## src/rtl/spart_rx_ctrl.sv

```systemverilog
// spart_rx_ctrl: receive-side controller for the mini SPART.
// Generates the 16x baud tick, drains rx bytes into a FIFO with an rd_rx
// handshake, and exposes FIFO data, status and the baud divisor on the IO bus.
// Optional feature macro: RX_OVERRUN_DETECT_EN (accept and drop bytes while the
// FIFO is full, raising a sticky overrun flag); undefined = back-pressure rx.
module spart_rx_ctrl #(
  parameter int unsigned DEPTH       = 8,
  parameter int unsigned ADDR_W      = 3,
  parameter logic [15:0] DIV_DEFAULT = 16'd325
) (
  input  logic       clk,
  input  logic       rst_n,
  input  logic       rx_rda,
  input  logic [7:0] rx_data,
  output logic       rx_rd,
  output logic       baud_tick,
  input  logic       iocs,
  input  logic       iorw,
  input  logic [1:0] ioaddr,
  input  logic [7:0] wr_data,
  output logic [7:0] rd_data
);

  localparam int unsigned CNT_W  = ADDR_W + 1;
  localparam int unsigned DIV_W  = 16;
  localparam int unsigned DATA_W = 8;

  typedef enum logic [1:0] {
    S_IDLE     = 2'd0,
    S_ACK      = 2'd1,
    S_WAIT_CLR = 2'd2
  } state_e;

  // IO bus decode
  logic io_wr_c, io_rd_c, div_lo_wr_c, div_hi_wr_c;
  assign io_wr_c     = iocs & ~iorw;
  assign io_rd_c     = iocs & iorw;
  assign div_lo_wr_c = io_wr_c && (ioaddr == 2'b10);
  assign div_hi_wr_c = io_wr_c && (ioaddr == 2'b11);

  // ---------------------------------------------------------------------------
  // Baud generator
  // ---------------------------------------------------------------------------
  logic [DIV_W-1:0] div_q, div_d;
  logic [DIV_W-1:0] cnt_q, cnt_d;
  logic             tick_q;

  // Divisor byte updates; counter reloads on terminal count or any divisor write
  always_comb begin
    div_d = div_q;
    if (div_lo_wr_c) div_d[7:0]  = wr_data;
    if (div_hi_wr_c) div_d[15:8] = wr_data;
    if ((cnt_q == '0) || div_lo_wr_c || div_hi_wr_c) begin
      cnt_d = div_d;
    end else begin
      cnt_d = cnt_q - DIV_W'(1);
    end
  end

  // Baud state registers; tick is registered so it coincides with cnt_q == 0
  always_ff @(posedge clk or negedge rst_n) begin
    if (!rst_n) begin
      div_q  <= DIV_DEFAULT;
      cnt_q  <= DIV_DEFAULT;
      tick_q <= 1'(DIV_DEFAULT == '0);
    end else begin
      div_q  <= div_d;
      cnt_q  <= cnt_d;
      tick_q <= (cnt_d == '0);
    end
  end

  assign baud_tick = tick_q;

  // ---------------------------------------------------------------------------
  // FIFO
  // ---------------------------------------------------------------------------
  logic [DATA_W-1:0] mem_q [DEPTH];
  logic [ADDR_W-1:0] wr_ptr_q, wr_ptr_d;
  logic [ADDR_W-1:0] rd_ptr_q, rd_ptr_d;
  logic [CNT_W-1:0]  count_q, count_d;
  logic              empty_c, full_c, push_c, pop_c;
  state_e            state_q, state_d;

  assign empty_c = (count_q == '0);
  assign full_c  = (count_q == CNT_W'(DEPTH));
  assign push_c  = (state_q == S_ACK) && !full_c;
  assign pop_c   = io_rd_c && (ioaddr == 2'b00) && !empty_c;

  // Pointer and occupancy update; simultaneous push and pop leave count unchanged
  always_comb begin
    wr_ptr_d = wr_ptr_q;
    rd_ptr_d = rd_ptr_q;
    count_d  = count_q;
    if (push_c) wr_ptr_d = wr_ptr_q + ADDR_W'(1);
    if (pop_c)  rd_ptr_d = rd_ptr_q + ADDR_W'(1);
    case ({push_c, pop_c})
      2'b10:   count_d = count_q + CNT_W'(1);
      2'b01:   count_d = count_q - CNT_W'(1);
      default: count_d = count_q;
    endcase
  end

  // FIFO storage and pointer registers
  always_ff @(posedge clk or negedge rst_n) begin
    if (!rst_n) begin
      for (int unsigned i = 0; i < DEPTH; i++) mem_q[i] <= '0;
      wr_ptr_q <= '0;
      rd_ptr_q <= '0;
      count_q  <= '0;
    end else begin
      if (push_c) mem_q[wr_ptr_q] <= rx_data;
      wr_ptr_q <= wr_ptr_d;
      rd_ptr_q <= rd_ptr_d;
      count_q  <= count_d;
    end
  end

  // ---------------------------------------------------------------------------
  // Overrun handling
  // ---------------------------------------------------------------------------
  logic accept_c;
  logic overrun_c;

`ifdef RX_OVERRUN_DETECT_EN
  logic overrun_q, overrun_d;
  logic ovr_set_c, stat_rd_c;

  assign accept_c  = 1'b1;
  assign ovr_set_c = (state_q == S_ACK) && full_c;
  assign stat_rd_c = io_rd_c && (ioaddr == 2'b01);

  // Sticky overrun: a status read clears it unless a new overrun lands that cycle
  always_comb begin
    overrun_d = overrun_q;
    if (ovr_set_c) begin
      overrun_d = 1'b1;
    end else if (stat_rd_c) begin
      overrun_d = 1'b0;
    end
  end

  // Overrun flag register
  always_ff @(posedge clk or negedge rst_n) begin
    if (!rst_n) overrun_q <= 1'b0;
    else        overrun_q <= overrun_d;
  end

  assign overrun_c = overrun_q;
`else
  assign accept_c  = ~full_c;
  assign overrun_c = 1'b0;
`endif

  // ---------------------------------------------------------------------------
  // Drain FSM
  // ---------------------------------------------------------------------------
  logic rx_rd_q;

  // Next-state logic: acknowledge one byte, then wait for rx to drop RDA
  always_comb begin
    state_d = state_q;
    case (state_q)
      S_IDLE:     if (rx_rda && accept_c) state_d = S_ACK;
      S_ACK:      state_d = S_WAIT_CLR;
      S_WAIT_CLR: if (!rx_rda) state_d = S_IDLE;
      default:    state_d = S_IDLE;
    endcase
  end

  // State register; rx_rd is registered high exactly while in ACK
  always_ff @(posedge clk or negedge rst_n) begin
    if (!rst_n) begin
      state_q <= S_IDLE;
      rx_rd_q <= 1'b0;
    end else begin
      state_q <= state_d;
      rx_rd_q <= (state_d == S_ACK);
    end
  end

  assign rx_rd = rx_rd_q;

  // ---------------------------------------------------------------------------
  // CPU read mux
  // ---------------------------------------------------------------------------
  // Combinational read data; zero when nothing is selected or FIFO is empty
  always_comb begin
    rd_data = 8'h00;
    if (io_rd_c) begin
      case (ioaddr)
        2'b00:   rd_data = empty_c ? 8'h00 : mem_q[rd_ptr_q];
        2'b01:   rd_data = {4'b0000, overrun_c, full_c, ~empty_c, 1'b0};
        2'b10:   rd_data = div_q[7:0];
        default: rd_data = div_q[15:8];
      endcase
    end
  end

endmodule

```

## config.mk

```make
export PLATFORM = sky130hd
export DESIGN_NAME = spart_rx_ctrl
export DESIGN_NICKNAME = d
export VERILOG_FILES = /design/src/rtl/spart_rx_ctrl.sv
export SDC_FILE = /design/constraint.sdc
export NUM_CORES = 1
export LEC_CHECK = 0
export CAP_MARGIN = 5
export CELL_PAD_IN_SITES_DETAIL_PLACEMENT = 0
export CELL_PAD_IN_SITES_GLOBAL_PLACEMENT = 2
export CORE_MARGIN = 2
export CORE_UTILIZATION = 45
export DETAILED_ROUTE_END_ITERATION = 16
export HOLD_SLACK_MARGIN = 0.02
export PLACE_DENSITY = 0.92
export SLEW_MARGIN = 20
export SYNTH_ARGS = -nofsm -noshare
export SYNTH_HDL_FRONTEND = slang
export SYNTH_SLANG_ARGS = --single-unit
```

## constraint.sdc

```tcl
create_clock -name clk -period 6.2 [get_ports clk]
set_input_delay 1.24 -clock clk [delete_from_list [all_inputs] [get_ports clk]]
set_output_delay 1.24 -clock clk [all_outputs]
set_load 0.02 [all_outputs]
```

Yosys cells after proc, flatten, opt, wreduce, memory -nomap -nowiden
Index checks and enable logic that the tools add are counted.
{ "word_totals": {"output_inout_bits": 10, "reg_bits": 110} }
{ "op_classes": {"mux": 16, "bitwise_logic": 7, "eq_ne": 9, "add_sub_neg": 5, "n_lt_le_gt_ge": 3, "reduce_logical": 17} }
{ "op_table": {"columns": ["op", "n"], "rows": [
  ["$bwmux W64", 1],
  ["$mux W8", 7],
  ["$logic_not A16 Y1", 2],
  ["$bmux W8 S3", 1],
  ["$demux W8 S3", 1],
  ["$pmux W8 S3", 1],
  ["$mux W16", 1],
  ["$sub A16 B1 Y16 const B", 1],
  ["$eq A2 B1 Y1 const B", 4],
  ["$eq A2 B2 Y1 const B", 4],
  ["$ge A4 B4 Y1 const B", 2],
  ["$not A3 Y4", 2],
  ["$pmux W4 S2", 1],
  ["$logic_and A1 B1 Y1", 7],
  ["$add A3 B1 Y3 const B", 2],
  ["$pmux W2 S3", 1],
  ["$add A4 B1 Y4 const B", 1],
  ["$eq A4 B4 Y1 const B", 1],
  ["$logic_not A2 Y1", 2],
  ["$logic_not A4 Y1", 1],
  ["$lt A4 B1 Y1 const B", 1],
  ["$mux W2", 2],
  ["$sub A4 B1 Y4 const B", 1],
  ["$not A1 Y1", 3],
  ["other kinds (4)", 7]
]} }

Longest topological paths before layout
Gate-level depths: netlist (run 1).
{ "depth": {"depth_word": 7, "depth_mapped": 10, "mapped_depth_nobuf": 10} }

Worst setup path after synthesis (run 1)
Ideal clock, no wire load.
{ "synth_path": {"kind": "input port to output port", "start": "in ioaddr[0]", "end": "out rd_data[2]", "path_buffers": 2, "setup_slack_ns": 2.445, "cell_stages": 4, "t_arrival_ns": 2.515, "cell_sequence": "clkbuf_1 -> clkbuf_1 -> o21ai_0 -> a311oi_1"} }
{ "synth_between": {"elab_chain_cells": 3, "elab_cells_between_ends": 5, "cone_classes": "2 x eq/ne; 2 x mux; 1 x reduce/logical"} }
{ "synth_rtl": {"columns": ["element", "line_no", "source"], "rows": [
  ["start, declared", "19", "input logic [1:0] ioaddr,"],
  ["$eq A2 B2 Y1 (tied with other cells)", "191", "case (ioaddr)"],
  ["$pmux W8 S3 (*)", "191", null],
  ["$mux W8 (*)", "190", "if (io_rd_c) begin"],
  ["end, declared", "21", "output logic [7:0] rd_data"]
]} }
Mark *: on every way between the ends. The rest lies on a longest branch, timed or not.

Final worst setup path (run 1)
Ends and elaborated chain as after synthesis.

==> results of run 1 <==
-- through the flow --
step                      total power, µW  setup WS [ps]  utilization (%)  hold slack [ps]  area, µm²
after floorplan                      2029           2445                -            436.0       5424
after global placement               2261           1553            49.51            448.2       5897
after detailed placement             2309           1533            49.51            456.1       5897
after CTS                            2922           1524            52.14            462.9       6211
after global routing                 3092           1376            52.14            510.6       6211
final                                2892           1517            52.14            462.8       6211
-- Yosys cell counts, drive strengths merged (4+ instances only) --
library cell and number:
dfrtp 102, mux2 95, nor2 26, nand2 17, inv 16, mux4 16
xor2 11, mux2i 10, clkbuf 9, xnor2 9, dfstp 8, nor3 8
a22oi 7, a21oi 6, buf 6, ha 6, nor4 5, o21ai 5
nand3 4, or3 4
-- sequential cells by signal (all words and copies together) (netlist names) --
signal     cells
mem_q         64
cnt_q         16
div_q         16
count_q        4
rd_ptr_q       3
wr_ptr_q       3
state_q        2
baud_tick      1
rx_rd          1
-- layer usage --
metal | up-vias | GRT usage (%)
met4 | 0 | 7.480
met5 | - | 0
met2 | 45 | 33.37
met3 | 22 | 3.560
met1 | 1719 | 24.20
li1 | 1559 | -
-- path summary, 6_finish.rpt --
kind / slack, ps / cells after the start / to
max in group asynchronous: 4080 / 2 / mem_q[41]$_DFFE_PN0P_
worst min-delay path: 460 / 1 / rx_rd$_DFF_PN0_
worst min register to register: 460 / 1 / rx_rd$_DFF_PN0_
worst max-delay path: 1520 / 6 / rd_data[2]
min in group asynchronous: 820 / 1 / count_q[1]$_DFFE_PN0P_
worst max register to register: 2700 / 8 / baud_tick$_DFF_PN0_
-- where the power goes --
part | total, µW | leakage [µW] | switching (µW) | internal [µW]
clock | 603 | 0.000152 | 279 | 324
sequential | 1300 | 0.00132 | 250 | 1050
combinational | 993 | 0.00115 | 406 | 587
-- worst max-delay path, delay by kind of cell --
| family | cells | cell delay [ps] |
|---|---|---|
| compound gates | 1 | 210 |
| buf+inv | 3 | 1610 |
| simple gates | 2 | 380 |
-- kinds of logic (layout without fill, tap and decap cells) --
family          after synthesis  in the layout  synth area share (%)
mux                         121            121                 28.28
flops                       110            110                 50.93
simple gates                 84             84                 8.651
compound gates               33             33                 4.821
buf+inv                      31             69                 2.330
xor+xnor                     20             20                 3.230
fa+ha+maj                     7              7                 1.753
-- cells in the final DEF (no fill, tap or decap), types with 2 or more instances in the layout --
master	n
buf_4	6
nand4_1	3
nand4b_1	3
mux2_2	75
nand3b_1	2
nor3b_2	2
xor2_1	11
ha_1	6
o21a_1	2
inv_8	3
mux4_2	16
dfstp_2	8
dfrtp_1	102
nand2_1	16
clkbuf_16	9
o21ai_0	5
clkdlybuf4s50_1	31
a21oi_1	6
mux2i_1	10
or3_1	3
nor4_1	4
mux2_1	19
nor4b_1	3
nor2_1	26
nor3_2	2
nand3_1	4
inv_1	16
a31oi_1	2
a22oi_1	7
xnor2_1	9
nor3_1	6
-- area by class of cell --
cell class	count	area (µm²)
inverter	16	60.06
timing repair buffer	37	355.3
sequential	110	2763
clock inverter	7	88.84
fill	1048	5700
tap	147	183.9
clock buffer	9	225.2
multi-input combinational	265	2535
==> flow_summary.json, run 1 <==
{
  "status": "finished clean",
  "pin_count": 33,
  "via_per_inst": 5.660,
  "grt_max_degree": 79,
  "yosys.area.top_type": "dfrtp_1",
  "core_um2": 11910,
  "grt_setup_unrepaired": "false",
  "antenna_found_initial": 0,
  "skew_ps": 8.083,
  "drtPass1Iterations": 4,
  "drt_wl_total_mm": 11.35,
  "clkSinkCount": 110,
  "top_layer_used": "met4",
  "cp-startpoint": "ioaddr[0]",
  "ys_ff_latch": 110,
  "hold_class": "reg -> reg",
  "crit_required_ps": 4960,
  "met1_length_mm": 4.997,
  "cp-start-kind": "input port",
  "slew_viol_final": 0,
  "cts_setup_buffers": 0,
  "crit_path_frequent_cell": "clkdlybuf4s50_1",
  "hp-start": "state_q[0]$_DFF_PN0_",
  "cp_data_arrival_time_ps": 3440,
  "finalSetupViolCount": 0,
  "drt_iter0_drc": 156,
  "grt-ovfl-total": 0,
  "drive_above_1_share_pct": 29.95,
  "crit_path_top_delay_cell": "clkdlybuf4s50_1",
  "grt_usage_pct": 19.30,
  "synth_area_um2": 5424,
  "die_h_um": 113.8,
  "wire_per_inst_um": 19.20,
  "dp_hpwl_mm": 7.906,
  "synth_edf_count": 0,
  "cts.htree.levels": 3,
  "clkTransAtPathRegs_ps": 70,
  "maxSlewHeadroom_pct": 36.46,
  "synth_nets": 436,
  "postCtsHoldBufs": 0,
  "final_cells": 591,
  "cp-end-kind": "output port",
  "yosysTopAreaCellShare_pct": 47.06,
  "finalCriticalPeriod_ps": 4683,
  "cts_buffers": 9,
  "synth_ff_type": "dfrtp_1",
  "leakagePower_uw": 0.002619,
  "final_nets": 469,
  "power_density_nw_per_um2": 465.6,
  "clockBufferDepth": 2,
  "r2r-start": "cnt_q[1]$_DFF_PN0_",
  "finalCritPeriodShare_pct": 75.53,
  "wl_met3_um": 339,
  "ys_seq_area_share_pct": 50.93,
  "fmax_ghz": 0.2136,
  "start_util_pct": 45.54,
  "clockRootBuffer": "clkbuf_16",
  "ys_warn_count": 0,
  "path_class": "in -> out",
  "dieArea_um2": 12950,
  "dieWidth_um": 113.8,
  "place_inst": 575,
  "fin_setup_tns_ps": 0,
  "wl_met2_mm": 5.704,
  "ant_nets": 0,
  "hold_violations": 0,
  "yosys-top-cells-area": "dfrtp_1 47%, mux2_2 16%, mux4_2 6.6%",
  "cap_violations": 0,
  "diodes": 0,
  "place.gp.congestion": 0.7912,
  "first_global_vias": 3569,
  "crit_chain": "clkdlybuf4s50_1, nor3_1, buf_4, nand2_1, a311oi_1, clkdlybuf4s50_1",
  "cts_tree": "done",
  "grt_pass1_wl_mm": 19.09,
  "critPathMaxStageDelay_ps": 760,
  "ctsResizeCount": 0,
  "async_flop_share_pct": 100.0,
  "syn_inst": 406,
  "row_count": 40,
  "drcViolationCount": 0,
  "ys_types": 54,
  "max_slew.worst_pin.slew_ps": 953.2,
  "cp_max_fo": 15,
  "io_buffers": 32,
  "vias": 3345,
  "clock_latency_ps": 350,
  "area_growth_pct": 14.51,
  "peakVddDrop_uv": 223.3,
  "avgSynthCellArea_um2": 13.36
}
(Power assumes the default switching activity.)
==> run 2: changes to the inputs <==
--- a/config.mk
+++ b/config.mk
@@ -9,10 +9,10 @@
 export CELL_PAD_IN_SITES_DETAIL_PLACEMENT = 0
 export CELL_PAD_IN_SITES_GLOBAL_PLACEMENT = 2
 export CORE_MARGIN = 2
-export CORE_UTILIZATION = 45
+export CORE_UTILIZATION = 42
 export DETAILED_ROUTE_END_ITERATION = 16
 export HOLD_SLACK_MARGIN = 0.02
-export PLACE_DENSITY = 0.92
+export PLACE_DENSITY = 0.87
 export SLEW_MARGIN = 20
 export SYNTH_ARGS = -nofsm -noshare
 export SYNTH_HDL_FRONTEND = slang
==> constraint.sdc (replaced) <==
create_clock -name clk -period 4.6 [get_ports clk]
set_input_delay 0.92 -clock clk [delete_from_list [all_inputs] [get_ports clk]]
set_output_delay 0.92 -clock clk [all_outputs]
set_load 0.02 [all_outputs]
==> run 2 against run 1 <==
Cell area grew 0.73%. Clock-buffer cell count grew 1. Critical path depth is the same. Worst hold slack gained 8.2 ps. Core utilization shrank 2.6 points. Clock power grew 26%.
==> flow_summary.json, run 2 (synthesized netlist as in run 1, its figures left out) <==
{
  "crit_path_top_delay_cell": "dfrtp_1",
  "ctsResizeCount": 0,
  "final_nets": 474,
  "largest_reg_flops": 64,
  "crit_chain": "buf_4, mux4_2, mux2_2, a22oi_1, nor2_1, clkdlybuf4s50_1",
  "cp_data_arrival_time_ps": 3110,
  "clock_latency_ps": 350,
  "dieWidth_um": 117.6,
  "core_um2": 12620,
  "clockRootBuffer": "clkbuf_16",
  "peakVddDrop_uv": 303.7,
  "clkSinkCount": 110,
  "place_area_um2": 5966,
  "grt_usage_pct": 18.03,
  "drtPass1Iterations": 4,
  "nFillCells": 1119,
  "drcViolationCount": 0,
  "slew_viol_final": 0,
  "finalCritPeriodShare_pct": 87.71,
  "dieArea_um2": 13840,
  "cp.buffers_inverters": 2,
  "io_buffers": 32,
  "postCtsHoldBufs": 0,
  "die_h_um": 117.6,
  "fmax_ghz": 0.2479,
  "grt_pass1_wl_mm": 19.35,
  "critPathTopFamily": "buffers and inverters",
  "place.gp.congestion": 0.7892,
  "status": "finished clean",
  "max_slew.worst_pin.slew_ps": 917.0,
  "finalCriticalPeriod_ps": 4035,
  "fin_setup_tns_ps": 0,
  "skew_ps": 5.105,
  "drt_wl_total_mm": 11.55,
  "critPathMaxStageDelay_ps": 820,
  "cp_max_fo": 12,
  "wire_per_inst_um": 18.59,
  "hold_violations": 0,
  "power_density_nw_per_um2": 615.9,
  "drt_iter0_drc": 154,
  "path_class": "reg -> out",
  "regMostFlops": "mem_q",
  "diodes": 0,
  "row_count": 41,
  "multiInputGateArea_um2": 2535,
  "final_cell_mix": "102 x dfrtp_1, 75 x mux2_2, 31 x clkdlybuf4s50_1",
  "dp_hpwl_mm": 8.120,
  "crit_required_ps": 3680,
  "cts_setup_buffers": 0,
  "top_regs": "mem_q x64, cnt_q x16, div_q x16",
  "final_common_cell": "dfrtp_1",
  "pin_count": 33,
  "vias": 3356,
  "cts.htree.levels": 3,
  "drive_above_1_share_pct": 30.73,
  "antenna_found_initial": 0,
  "final_area_um2": 6256,
  "hold_class": "reg -> reg",
  "leakagePower_uw": 0.002632,
  "cp-end-kind": "output port",
  "cts_buffers": 9,
  "first_global_vias": 3682,
  "maxSlewHeadroom_pct": 38.64,
  "cp-start-kind": "flop",
  "grt_max_degree": 43,
  "via_per_inst": 5.404,
  "ant_nets": 0,
  "clockBufferDepth": 2,
  "cts_tree": "done",
  "finalSetupViolCount": 0,
  "area_growth_pct": 15.34,
  "start_util_pct": 42.98,
  "regArea_um2": 2763,
  "grt_setup_unrepaired": "false",
  "clkTransAtPathRegs_ps": 70,
  "cap_violations": 0,
  "grt-ovfl-total": 0
}
-- run 2: through the flow --
step / util, % / hold WS [ps] / setup slack (ps) / total power, µW / instances
5_1_grt: 49.57 / 490.2 / 356.0 / 4126 / 621
2_1_floorplan: - / 436.0 / 1268 / 2735 / 406
3_5_place_dp: 47.27 / 459.5 / 768.6 / 3120 / 605
6_report: 49.57 / 471.1 / 565.5 / 3853 / 621
3_3_place_gp: 47.27 / 446.6 / 782.0 / 3064 / 605
4_1_cts: 49.57 / 465.3 / 474.3 / 3899 / 621
-- run 2: layout make-up --
type	count	share of cell area (%)
clock inverters	6	0.8200
clock buffers	10	3.820
multi-input cells	265	40.52
well taps	172	3.440
flip-flops and latches	110	44.16
repair buffers	42	6.280
inverters	16	0.9600
-- run 2: layer usage --
metal | global-route usage, % | share of wire, % | vias to the layer above
met5 | 0 | 0 | -
met4 | 7.530 | 1.3 | 0
met3 | 3.101 | 2.2 | 11
met2 | 30.63 | 52 | 44
met1 | 22.81 | 45 | 1734
li1 | - | - | 1567
-- run 2: power breakdown --
part           internal [µW]  switching (µW)  leakage [µW]  total (µW)
Combinational            797             520       0.00117        1320
Sequential              1410             367       0.00132        1780
Clock                    391             370      0.000140         760
Total                   2600            1260       0.00263        3850
-- run 2: worst paths after layout --
check                                              from                     to  slack, ps  cells past startpoint
max in group asynchronous                         rst_n     div_q[8]$_DFF_PN1_       3100                      2
worst min register to register     state_q[0]$_DFF_PN0_        rx_rd$_DFF_PN0_        470                      1
worst max-delay path            rd_ptr_q[0]$_DFFE_PN0P_             rd_data[3]        570                      6
worst min-delay path               state_q[0]$_DFF_PN0_        rx_rd$_DFF_PN0_        470                      1
min in group asynchronous                         rst_n  mem_q[18]$_DFFE_PN0P_        550                      1
worst max register to register       cnt_q[0]$_DFF_PN1_    baud_tick$_DFF_PN0_       1590                      9
